### config.mk
export PLATFORM = sky130hd
export DESIGN_NAME = uart_wb_master
export DESIGN_NICKNAME = d
export VERILOG_FILES = /design/src/rtl/uart_wb_master.sv
export SDC_FILE = /design/constraint.sdc
export NUM_CORES = 1
export LEC_CHECK = 0
export CAP_MARGIN = 20
export CORE_MARGIN = 2
export CORE_UTILIZATION = 48
export DETAILED_ROUTE_END_ITERATION = 8
export MAX_ROUTING_LAYER = met4
export PLACE_DENSITY = 0.79
export RECOVER_POWER = 50
export SLEW_MARGIN = 10
export SYNTH_ARGS = -nofsm -noshare
export SYNTH_HDL_FRONTEND = slang
export SYNTH_SLANG_ARGS = --single-unit
### constraint.sdc
create_clock -name clk -period 1.9 [get_ports clk]
set_clock_uncertainty 0.05 [all_clocks]
set_input_delay 0.38 -clock clk [delete_from_list [all_inputs] [get_ports clk]]
set_output_delay 0.38 -clock clk [all_outputs]
set_load 0.1 [all_outputs]
### src/rtl/uart_wb_master.sv
// uart_wb_master: UART-byte-driven Wishbone initiator (debug bridge) issuing single 32-bit reads/writes.
module uart_wb_master #(
  parameter int unsigned BYTE_TIMEOUT = 500000,
  parameter int unsigned WB_TIMEOUT = 255
) (
  input  logic        clk,
  input  logic        rst_n,
  input  logic [7:0]  rx_data,
  input  logic        rx_valid,
  input  logic        rx_frame_err,
  output logic [7:0]  tx_data,
  output logic        tx_valid,
  input  logic        tx_ready,
  output logic        wbm_cyc_o,
  output logic        wbm_stb_o,
  output logic        wbm_we_o,
  output logic [3:0]  wbm_sel_o,
  output logic [31:0] wbm_adr_o,
  output logic [31:0] wbm_dat_o,
  input  logic [31:0] wbm_dat_i,
  input  logic        wbm_ack_i,
  output logic        busy,
  output logic        drop_pulse
);
  typedef enum logic [2:0] {IDLE, ADDR, WDATA, WB_REQ, RESP_STAT, RESP_DATA} state_t;
  localparam logic [31:0] BYTE_LAST = 32'(BYTE_TIMEOUT - 1);
  localparam logic [7:0]  WB_LAST = 8'(WB_TIMEOUT - 1);
  localparam logic [7:0]  ST_OK = 8'h4B;
  localparam logic [7:0]  ST_ERR = 8'h45;
  state_t      state;
  logic [1:0]  idx;
  logic [31:0] rdata;
  logic [31:0] byte_cnt;
  logic [7:0]  wait_cnt;
  assign busy = state != IDLE;
  always_ff @(posedge clk or negedge rst_n) begin
    if (!rst_n) begin
      state <= IDLE;
      idx <= 2'd0;
      rdata <= 32'h0;
      byte_cnt <= 32'h0;
      wait_cnt <= 8'h0;
      tx_data <= 8'h0;
      tx_valid <= 1'b0;
      wbm_cyc_o <= 1'b0;
      wbm_stb_o <= 1'b0;
      wbm_we_o <= 1'b0;
      wbm_sel_o <= 4'h0;
      wbm_adr_o <= 32'h0;
      wbm_dat_o <= 32'h0;
      drop_pulse <= 1'b0;
    end else begin
      // bytes arriving while a transaction or response is in flight are discarded
      drop_pulse <= rx_valid && (state inside {WB_REQ, RESP_STAT, RESP_DATA});
      case (state)
        IDLE: if (rx_valid) begin
          if (!rx_frame_err && (rx_data == 8'h57 || rx_data == 8'h52)) begin
            wbm_we_o <= rx_data == 8'h57;
            state <= ADDR;
            idx <= 2'd0;
            byte_cnt <= 32'h0;
          end else drop_pulse <= 1'b1;
        end
        ADDR, WDATA: if (rx_valid && rx_frame_err) begin
          drop_pulse <= 1'b1;
          state <= IDLE;
          byte_cnt <= 32'h0;
        end else if (rx_valid) begin
          byte_cnt <= 32'h0;
          idx <= idx + 2'd1;
          if (state == ADDR) wbm_adr_o <= {wbm_adr_o[23:0], rx_data};
          else wbm_dat_o <= {wbm_dat_o[23:0], rx_data};
          if (idx == 2'd3) begin
            if (state == ADDR && wbm_we_o) state <= WDATA;
            else begin
              state <= WB_REQ;
              wbm_cyc_o <= 1'b1;
              wbm_stb_o <= 1'b1;
              wbm_sel_o <= 4'hF;
              wait_cnt <= 8'h0;
            end
          end
        end else if (byte_cnt == BYTE_LAST) begin
          state <= IDLE;
          byte_cnt <= 32'h0;
        end else byte_cnt <= byte_cnt + 32'd1;
        WB_REQ: if (wbm_ack_i || wait_cnt == WB_LAST) begin
          wbm_cyc_o <= 1'b0;
          wbm_stb_o <= 1'b0;
          wbm_sel_o <= 4'h0;
          wait_cnt <= 8'h0;
          if (wbm_ack_i && !wbm_we_o) rdata <= wbm_dat_i;
          tx_data <= wbm_ack_i ? ST_OK : ST_ERR;
          tx_valid <= 1'b1;
          state <= RESP_STAT;
        end else wait_cnt <= wait_cnt + 8'd1;
        RESP_STAT: if (tx_ready) begin
          if (!wbm_we_o && tx_data == ST_OK) begin
            state <= RESP_DATA;
            idx <= 2'd0;
            tx_data <= rdata[31:24];
            rdata <= {rdata[23:0], 8'h0};
          end else begin
            tx_valid <= 1'b0;
            state <= IDLE;
          end
        end
        RESP_DATA: if (tx_ready) begin
          idx <= idx + 2'd1;
          if (idx == 2'd3) begin
            tx_valid <= 1'b0;
            state <= IDLE;
          end else begin
            tx_data <= rdata[31:24];
            rdata <= {rdata[23:0], 8'h0};
          end
        end
        default: state <= IDLE;
      endcase
    end
  end
endmodule

# == Word level (Yosys, flattened, before mapping) ==
# Cells that the tools add are included.
# word_totals
register_bits,157
input_bits,46
elab_cells,142
# op_classes
addsub,3
eq_ne,27
mux,69
bitwise_logic,2
n_reduce_logical,28
# ops
op,n
$mux 32,11
$pmux 32 s3,1
$mux 8,10
$pmux 32 s2,1
$mux 3,11
$add 32x1->32 const B,1
$eq 32x19->1 const B,1
$eq 8x7->1 const B,3
$mux 4,6
$pmux 8 s3,1
$ne 2x2->1 const B,10
$reduce_and 6->1,3
$pmux 8 s2,1
$reduce_and 8->1,2
$pmux 3 s5,1
$mux 1,14
$mux 2,7
$add 8x1->8 const B,1
$eq 8x8->1 const B,1
$ne 2x1->1 const B,4
$ne 4x4->1 const B,2
$pmux 2 s4,1
$pmux 4 s2,1
$reduce_and 4->1,2
other kinds (19),33

# == Depth between registers and ports, before layout ==
# Gate-level depths: netlist (run 1).
# logic_depth
word_depth,7
depth_mapped,8

# == Worst setup path before layout (run 1) ==
# OpenSTA, ideal clock, no wires.
# synth_path
path_kind,register to register
from,register tx_data[6]
to,register rdata[12]
setup_time_ns,0.082
t_arrival_ns,2.231
required_ns,1.768
slack_ns,-0.463
stages_incl_launch_ff,8
n_path_buf,2
period_less_slack_ns,2.363
path_cell_list,dfrtp_1 nor4b_1 and4_1 o21a_1 buf_2 buf_1 nor2_1 a31oi_1
# synth_between
elab_chain_cells,4
# synth_rtl
element,line_no,source
"start, declared",11,"output logic [7:0] tx_data,"
"start signal, assigned",93,tx_data <= wbm_ack_i ? ST_OK : ST_ERR;
"start signal, assigned",101,tx_data <= rdata[31:24];
"start signal, assigned",114,tx_data <= rdata[31:24];
$eq 8x7->1,98,if (!wbm_we_o && tx_data == ST_OK) begin
$logic_and 1x1->1,98,
$ne 2x1->1 (no source line),-,
$reduce_and 7->1 (no source line),-,
"end signal, assigned",92,if (wbm_ack_i && !wbm_we_o) rdata <= wbm_dat_i;
"end signal, assigned",102,"rdata <= {rdata[23:0], 8'h0};"
"end signal, assigned",115,"rdata <= {rdata[23:0], 8'h0};"
"end, declared",32,logic [31:0] rdata;
# Every way passes these cells.
# A chain may end at the register's enable or synchronous reset.

# == Worst setup path in the final report (run 1) ==
# layout_path
from,register byte_cnt[9]
to,register state[1]
# layout_between
elab_chain_cells,3
# layout_rtl
element,line_no,source
"start, declared",33,logic [31:0] byte_cnt;
"start signal, assigned",86,end else byte_cnt <= byte_cnt + 32'd1;
$eq 32x19->1,83,end else if (byte_cnt == BYTE_LAST) begin
$ne 4x4->1 (no source line),-,
$reduce_and 8->1 (no source line),-,
"end signal, assigned",84,state <= IDLE;
"end signal, assigned",95,state <= RESP_STAT;
"end signal, assigned",99,state <= RESP_DATA;
"end, declared",30,state_t state;
# Every way passes these cells.

==> run metrics, run 1 <==
setup tns final=-9780 ps; Port Buffers=127; Critical Path Start=byte_cnt[9]; Final ANT Viol Nets=0; Crit. End Element=flop; GPL Wtd Cong=0.842; Worst slew margin=0.140; LEAKAGE=0.00500 uW; Synth top area share=0.533; YS warnings=0; Synth Flop Type=dfrtp_1; WP data required=2170 ps; r2r endpoint=state[1]; largest net degree at the start of global routing=61; Setup CP Type=reg2reg; power density cells=1970 mW/mm^2; Worst R2R Setup Slack=-320 ps; power after layout=22400 uW; clk_lat worst skew=440 ps; RSZ-0062 raised after global routing=true; Die ar.=0.0160 mm^2; Overflow after GRT=0; Placeable Area=0.0146 mm^2; Slew Viols, Final=0; fmax=450 MHz; min cycle time layout=2220 ps; number of enable flip-flop cells after synthesis=0; share of cells above drive strength 1=0.401; CTS Buf Count=17; Clock Tree Buf Depth=2; fin worst setup slack=-323 ps; Syn Std Cell Area=0.00719 mm^2; clk slew on worst S/H paths=60 ps; Worst Path Arrival=2490 ps; R2R cell count=6; Final Net Count=949; Total GRT Usage=0.285; post-synthesis sequential area ratio=0.533; final wirelength=24200 um; Detailed Place HPWL=13100 um; initial antenna violation count=0; synthesized net count=744; Worst R2R Start=byte_cnt[9]; Initial Utilization=0.493; H-Tree Level Count=4; Min-Delay Path Class=in2reg; dominant cells by area after synthesis=dfrtp_1, mux2_2, nand2_1; I/O Pins=128; Site Rows=44; drt first pass iters=8; CTS tree=yes; violated checks=negative setup slack; max_cap viols=0; drt via density=6.25; crit-path max FO=5; crit path launch type=flop; worst IR drop on VDD=1050 uV; global-route wire length before repair=35200 um; root buf cell=clkbuf_16; dpl cell area=0.00998 mm^2; 1st-iter DRT viols=848; Yosys top cell by area=dfrtp_1; filler-free cell count of the finished design=1096; Tcrit/Tclk final=1.17; Mapped Cells=694; post-route design area=0.0114 mm^2; Worst Tran Pin Value=1290 ps; DRC Markers=0; Inst Count DP=1031; critical path endpoint=state[1]; via count=6855; Die H=126 um; asr flop ratio synth=1.00; run status=finished with violations; vias in the first global route=6926; Area Overhead vs Synth=58.4%; clk sinks=153; WL/cell=22.1 um; Setup-failing EPs final=86; synthesized flop and latch total=153; post-synth cell types=62; syn avg cell area=10.4 um^2; Antenna diodes=0; final count of hold timing violations=0; die width=126 um
layout make-up:
cell class,count,area [um^2]
clock buffer,21,480
clock inverter,11,168
fill,707,3200
inverter,18,67.6
multi-input combinational,476,3390
sequential,153,3850
tap,184,230
timing repair buffer,233,3200
report_power, final:
group,leakage (uW),switching [uW],internal (uW)
registers,0.00193,1240,4330
logic,0.00276,8070,5040
clock network,0.000315,1430,2340
Yosys cell counts (2+ instances only):
| library cell | count |
|---|---|
| o31ai_1 | 4 |
| xor2_1 | 2 |
| o21ai_0 | 46 |
| nor2b_1 | 5 |
| and3_1 | 3 |
| a31oi_1 | 46 |
| mux2i_1 | 5 |
| a41oi_1 | 8 |
| or3_1 | 5 |
| or2_2 | 2 |
| xnor2_1 | 2 |
| dfrtp_1 | 153 |
| buf_1 | 5 |
| a21o_1 | 3 |
| nor3_4 | 2 |
| nand4_4 | 2 |
| nand3_1 | 29 |
| ha_1 | 4 |
| a21oi_1 | 30 |
| nand2b_1 | 9 |
| clkbuf_1 | 17 |
| and4_1 | 4 |
| nor2_1 | 44 |
| buf_4 | 8 |
| a211oi_1 | 2 |
| nand2_1 | 100 |
| buf_6 | 2 |
| nor3_1 | 4 |
| nand4_1 | 13 |
| nor4_1 | 4 |
| inv_1 | 18 |
| buf_2 | 15 |
| and3b_1 | 2 |
| and2_1 | 4 |
| mux2_2 | 65 |
cell usage in the layout (no fill, tap or decap), drive strengths merged, types with 7 or more instances in the layout:
cell type	n
dfrtp	153
buf	186
nor3	7
o21ai	47
a31oi	47
inv	18
nand4	15
clkbuf	23
mux2	66
a21oi	30
nand2b	9
nor2	45
nand3	29
nand2	100
clkdlybuf4s50	44
a41oi	8
through the flow:
step	hold slack (ps)	utilization	setup slack, ps
final	450	0.781	-323
after global routing	465	0.781	-343
after floorplan	34.4	-	-52.3
after global placement	296	0.684	-417
after detailed placement	303	0.684	-561
after CTS	429	0.755	-150
flip-flops by register name, summed over array words and instances (netlist names), 2 cells and up:
signal and cells:
tx_data 8, idx 2, wait_cnt 8, byte_cnt 32, rdata 32, state 3, wbm_adr_o 32, wbm_dat_o 32
timing repair:
| item | in CTS | in global routing |
|---|---|---|
| cloned | 6 | 2 |
| buffers inserted | 13 | 12 |
| gates resized for setup | 28 | 66 |
| endpoints found under the hold margin | 44 | 0 |
| endpoints found under the setup margin | 67 | 115 |
| hold buffers | 1 | 0 |
| pin swaps | 9 | 22 |
layer usage:
layer | wire [um] | track usage | vias up
met5 | 0 | - | -
li1 | - | - | 2905
met2 | 12700 | 0.494 | 412
met4 | 1120 | 0.113 | 0
met3 | 1530 | 0.0582 | 106
met1 | 8830 | 0.324 | 3432
critical path, stage by stage (launching register included):
cell and delay (ps):
dfrtp_1 390, or4b_4 550, nor3_4 270, a31oi_4 200
buf_6 160, nand3b_4 160, mux2_4 320
how the worst min path moves through the flow:
stage	startpoint	end	slack (ps)	cells past startpoint
finish	wbm_dat_i[3]	rdata[3]	450	3
detailed placement	rst_n	wbm_dat_o[21]	300	1
global placement	rst_n	wbm_dat_o[28]	300	1
global route	wbm_dat_i[14]	rdata[14]	470	3
CTS	rst_n	wbm_dat_o[28]	430	2
floorplan	rst_n	byte_cnt[0]	30	0
cell families after synthesis:
group,after synthesis,synth area share
buffers and inverters,65,0.0428
AOI/OAI and AO/OA,152,0.128
DFF,153,0.533
muxes,71,0.111
adders and majority gates,4,0.00696
and+or+nand+nor,245,0.174
xor gates and xnor gates,4,0.00487
Note: power is estimated with default switching activity, not from simulation.
==> run 2, diff against run 1 <==
--- a/config.mk
+++ b/config.mk
@@ -7,10 +7,10 @@
 export LEC_CHECK = 0
 export CAP_MARGIN = 20
 export CORE_MARGIN = 2
-export CORE_UTILIZATION = 48
+export CORE_UTILIZATION = 35
 export DETAILED_ROUTE_END_ITERATION = 8
 export MAX_ROUTING_LAYER = met4
-export PLACE_DENSITY = 0.79
+export PLACE_DENSITY = 0.59
 export RECOVER_POWER = 50
 export SLEW_MARGIN = 10
 export SYNTH_ARGS = -nofsm -noshare
==> constraint.sdc (replaced) <==
create_clock -name clk -period 2.5 [get_ports clk]
set_clock_uncertainty 0.05 [all_clocks]
set_input_delay 0.5 -clock clk [delete_from_list [all_inputs] [get_ports clk]]
set_output_delay 0.5 -clock clk [all_outputs]
set_load 0.1 [all_outputs]
==> run 2 against run 1 <==
The run now ends clean. Cell area shrank 19%. Sequential share of layout area grew 7.7 points. First-iteration DRC count shrank 53%. Routed wire length shrank 30%. Critical path depth shrank 2. Critical endpoint is now busy. Largest cell class unchanged.
==> run metrics, run 2 (synthesized netlist as in run 1, its figures left out) <==
H-Tree Level Count=4 (unchanged); max_cap viols=0 (unchanged); WL/cell=15.1 um (-31%); Total GRT Usage=0.165 (-0.120); root buf cell=clkbuf_16; Final Net Count=877 (-7.6%); I/O Pins=128 (unchanged); Initial Utilization=0.356 (-0.136); Tcrit/Tclk final=0.906; WP data required=1950 ps (-220 ps); largest net degree at the start of global routing=55 (-9.8%); crit-path max FO=9 (+4); Buf/Inv on CP=3 (+2); share of cells above drive strength 1=0.267 (-0.135); Port Buffers=127 (unchanged); setup tns final=0 ps (+9780 ps); CTS Buf Count=17 (unchanged); post-route design area=0.00922 mm^2 (-19%); Worst slew margin=0.0509 (-0.0888); clk slew on worst S/H paths=60 ps (about the same); Overflow after GRT=0 (unchanged); Critical Path Max Stage Delay=470 ps (-80 ps); Final ANT Viol Nets=0 (unchanged); Slew Viols, Final=0 (unchanged); final count of hold timing violations=0 (unchanged); Placeable Area=0.0202 mm^2 (+38%); commonest non-fill, non-tap cell in the layout=dfrtp_1; Setup CP Type=reg2out; die width=147 um (+17%); fmax=442 MHz; RSZ-0062 raised after global routing=false; global-route wire length before repair=28100 um (-20%); clk sinks=153 (unchanged); DRC Markers=0 (unchanged); slowest cell on the critical path=dfrtp_1; Area Overhead vs Synth=28.2%; Crit. End Element=primary output; GPL Wtd Cong=0.799 (-5.1%); drt first pass iters=4 (-4); Die ar.=0.0217 mm^2 (+36%); initial antenna violation count=1 (+1); Worst Tran Pin Value=1420 ps (+133 ps); postcts setup bufs=0 (-13); crit path launch type=flop; Site Rows=52 (+18%); clk_lat worst skew=420 ps (-20 ps); Worst Path Arrival=1710 ps (-780 ps); min cycle time layout=2260 ps; Die H=147 um (+17%); cts hold-fix bufs=1 (unchanged); Worst R2R Setup Slack=350 ps (+670 ps); highest-count cells in the layout ignoring fill and taps=dfrtp_1, nand2_1, mux2_2; Setup-failing EPs final=0 (-100%); Detailed Place HPWL=11600 um (-12%); CTS tree=yes; cts repair resizes=0 (-100%); CP delay by family, top=buffers and inverters; drt via density=5.06 (-19%); via count=5618 (-18%); critical-path cell list=buf_4, nor3_1, inv_1, buf_12; Clock Tree Buf Depth=2 (unchanged); run status=completed; vias in the first global route=5367 (-23%); 1st-iter DRT viols=401 (-53%); dpl cell area=0.00874 mm^2 (-12%); Min-Delay Path Class=reg2reg; final wirelength=16800 um (-30%)
[run 2: changes by cell type in the layout (fill, tap and decap cells not counted), sizes merged]
cell      delta
diode        +1
inv          +5
clkinv       -2
clkbuf      +41
buf        -113
clkinvlp     -1
bufinv       -2
[run 2: area by class of cell]
cell class / count / area [um^2]
well taps: 270 / 338
flip-flops and latches: 153 / 3830
repair buffers: 161 / 1330
multi-input cells: 476 / 3070
fillers: 1922 / 11000
clock inverters: 11 / 136
diodes: 1 / 2.50
inverters: 18 / 67.6
clock buffers: 21 / 450
[run 2: layer usage]
metal	vias to the layer above	wire length, um	GRT usage
met5	-	0	-
met4	0	153	0.0486
met3	14	770	0.0370
met2	137	7590	0.240
met1	2715	8310	0.232
li1	2752	-	-
[run 2: through the flow]
stage | utilization | hold slack, ps | std cells | setup WS [ps]
2_1_floorplan | - | 154 | 694 | 137
3_3_place_gp | 0.433 | 439 | 1077 | 37.7
3_5_place_dp | 0.433 | 446 | 1077 | 15.3
4_1_cts | 0.463 | 461 | 1110 | 207
5_1_grt | 0.457 | 468 | 1111 | 117
6_report | 0.457 | 453 | 1111 | 235
[run 2: path summary, 6_finish.rpt]
kind,from,to,cells past startpoint
max,state[0],busy,4
min,wbm_adr_o[25],wbm_adr_o[25],1
max reg2reg,state[1],tx_data[1],6
min reg2reg,wbm_adr_o[25],wbm_adr_o[25],1
max in group asynchronous,rst_n,state[2],3
min in group asynchronous,rst_n,wbm_adr_o[27],2
[run 2: worst register-to-register path: cells and delay by family, from the launching register on]
kind	cells	cell delay, ps
compound gates	3	980
flops	1	510
simple gates	2	280
buf+inv	1	230
Power of run 2 is not shown: default switching activity piles up to over one toggle a cycle in this logic, so the estimate is an artifact.
==> run 3, diff against run 2 <==
==> constraint.sdc (replaced) <==
create_clock -name clk -period 2.7 [get_ports clk]
set_clock_uncertainty 0.05 [all_clocks]
set_input_delay 0.54 -clock clk [delete_from_list [all_inputs] [get_ports clk]]
set_output_delay 0.54 -clock clk [all_outputs]
set_load 0.1 [all_outputs]
==> run 3 against run 2 <==
Via count decreased by 2.5%. Clock-buffer cell count decreased by 3. Cell area decreased by 1.8%. Global-route usage decreased by 0.45 points. Register-to-register slack improved by 140 ps. Critical path depth unchanged.
==> run metrics, run 3 (synthesized netlist as in run 1, its figures left out) <==
cts hold-fix bufs=0 (-1); Worst Path Arrival=1730 ps (+20 ps); critical-path cell list=buf_4, nor3_1, inv_1, buf_12; Worst R2R Setup Slack=490 ps (+140 ps); drt first pass iters=4 (unchanged); DRC Markers=0 (unchanged); Tcrit/Tclk final=0.859; Die ar.=0.0217 mm^2 (unchanged); Register Area=0.00383 mm^2 (unchanged); via count=5478 (-2.5%); Detailed Place HPWL=11100 um (-3.8%); Initial Utilization=0.356 (unchanged); CTS tree=yes; initial antenna violation count=1 (unchanged); Min-Delay Path Class=in2async; WL/cell=15.2 um (+0.60%); drt via density=5.01 (-0.98%); CTS Buf Count=17 (unchanged); Placeable Area=0.0202 mm^2 (unchanged); share of cells above drive strength 1=0.214 (-0.0528); crit-path max FO=15 (+6); highest-count cells in the layout ignoring fill and taps=dfrtp_1, nand2_1, mux2_2; Final Net Count=860 (-1.9%); R2R cell count=6 (unchanged); Clock Tree Buf Depth=2 (unchanged); CP delay by family, top=buffers and inverters; vias in the first global route=5228 (-2.6%); WP data required=2110 ps (+160 ps); clk slew on worst S/H paths=60 ps (about the same); commonest non-fill, non-tap cell in the layout=dfrtp_1; Worst R2R Start=state[0]; final wirelength=16700 um (-0.94%); cts repair resizes=0 (unchanged); fmax=431 MHz; run status=completed; Setup CP Type=reg2out; Critical Path Max Stage Delay=470 ps (about the same); final count of hold timing violations=0 (unchanged); min cycle time layout=2320 ps; Multi-input gate area=0.00307 mm^2 (unchanged); Area Overhead vs Synth=25.9%; I/O Pins=128 (unchanged); fin worst setup slack=381 ps (+145 ps); global-route wire length before repair=27500 um (-2.2%); Site Rows=52 (unchanged); 1st-iter DRT viols=299 (-25%); GPL Wtd Cong=0.775 (-3.0%); Setup-failing EPs final=0 (unchanged); DP Worst Slack=112 ps (+96.3 ps); postcts setup bufs=0 (unchanged); final hold slack=382 ps (-71.4 ps); Die H=147 um (unchanged); Slew Viols, Final=0 (unchanged); max_cap viols=0 (unchanged); Port Buffers=127 (unchanged); clk_lat worst skew=420 ps (about the same); Buf/Inv on CP=3 (unchanged); largest net degree at the start of global routing=65 (+18%); Final ANT Viol Nets=0 (unchanged); Overflow after GRT=0 (unchanged); Layout fillers=1942 (+1.0%); root buf cell=clkbuf_16; Worst slew margin=0.0591 (+0.00816); slowest cell on the critical path=dfrtp_1; Total GRT Usage=0.161 (-0.00452); RSZ-0062 raised after global routing=false; setup tns final=0 ps (unchanged); die width=147 um (unchanged); r2r endpoint=state[1]; crit path launch type=flop; Crit. End Element=primary output; clk sinks=153 (unchanged); Worst Tran Pin Value=1410 ps (-12.2 ps); H-Tree Level Count=4 (unchanged)
-- run 3: worst register-to-register path, stage by stage (launching register included) --
cell	delay, ps
dfrtp_1	500
buf_4	210
inv_1	140
o21ai_0	200
a211oi_1	550
nand3b_4	140
mux2_4	310
-- run 3: stage by stage --
stage / utilization / cells / cell area [um^2]
2_1_floorplan: - / 694 / 7190
3_3_place_gp: 0.425 / 1061 / 8570
3_5_place_dp: 0.425 / 1061 / 8570
4_1_cts: 0.457 / 1093 / 9220
5_1_grt: 0.449 / 1094 / 9050
6_report: 0.449 / 1094 / 9050
-- run 3: layout make-up --
class	instances	share of cell area
antenna	1	0.000276
clock inverter	14	0.0231
sequential	153	0.423
timing repair buffer	144	0.122
tap	270	0.0373
clock buffer	18	0.0485
multi-input combinational	476	0.339
inverter	18	0.00746
-- run 3: how the worst max path moves through the flow --
stage / startpoint / slack (ps) / to / cells after the start
floorplan: tx_data[6] / 340 / rdata[12] / 7
global placement: rx_data[1] / 140 / byte_cnt[30] / 6
detailed placement: rx_data[1] / 110 / byte_cnt[30] / 6
CTS: state[1] / 360 / busy / 4
global route: rst_n / 240 / wait_cnt[4] / 2
finish: state[1] / 380 / busy / 4
-- run 3: per-layer routing --
layer | share of wire | routed length [um] | track usage
met2 | 0.45 | 7450 | 0.236
met5 | 0 | 0 | -
met3 | 0.044 | 739 | 0.0391
met1 | 0.50 | 8330 | 0.225
met4 | 0.0086 | 144 | 0.0385
Power of run 3 is left out for the same reason.
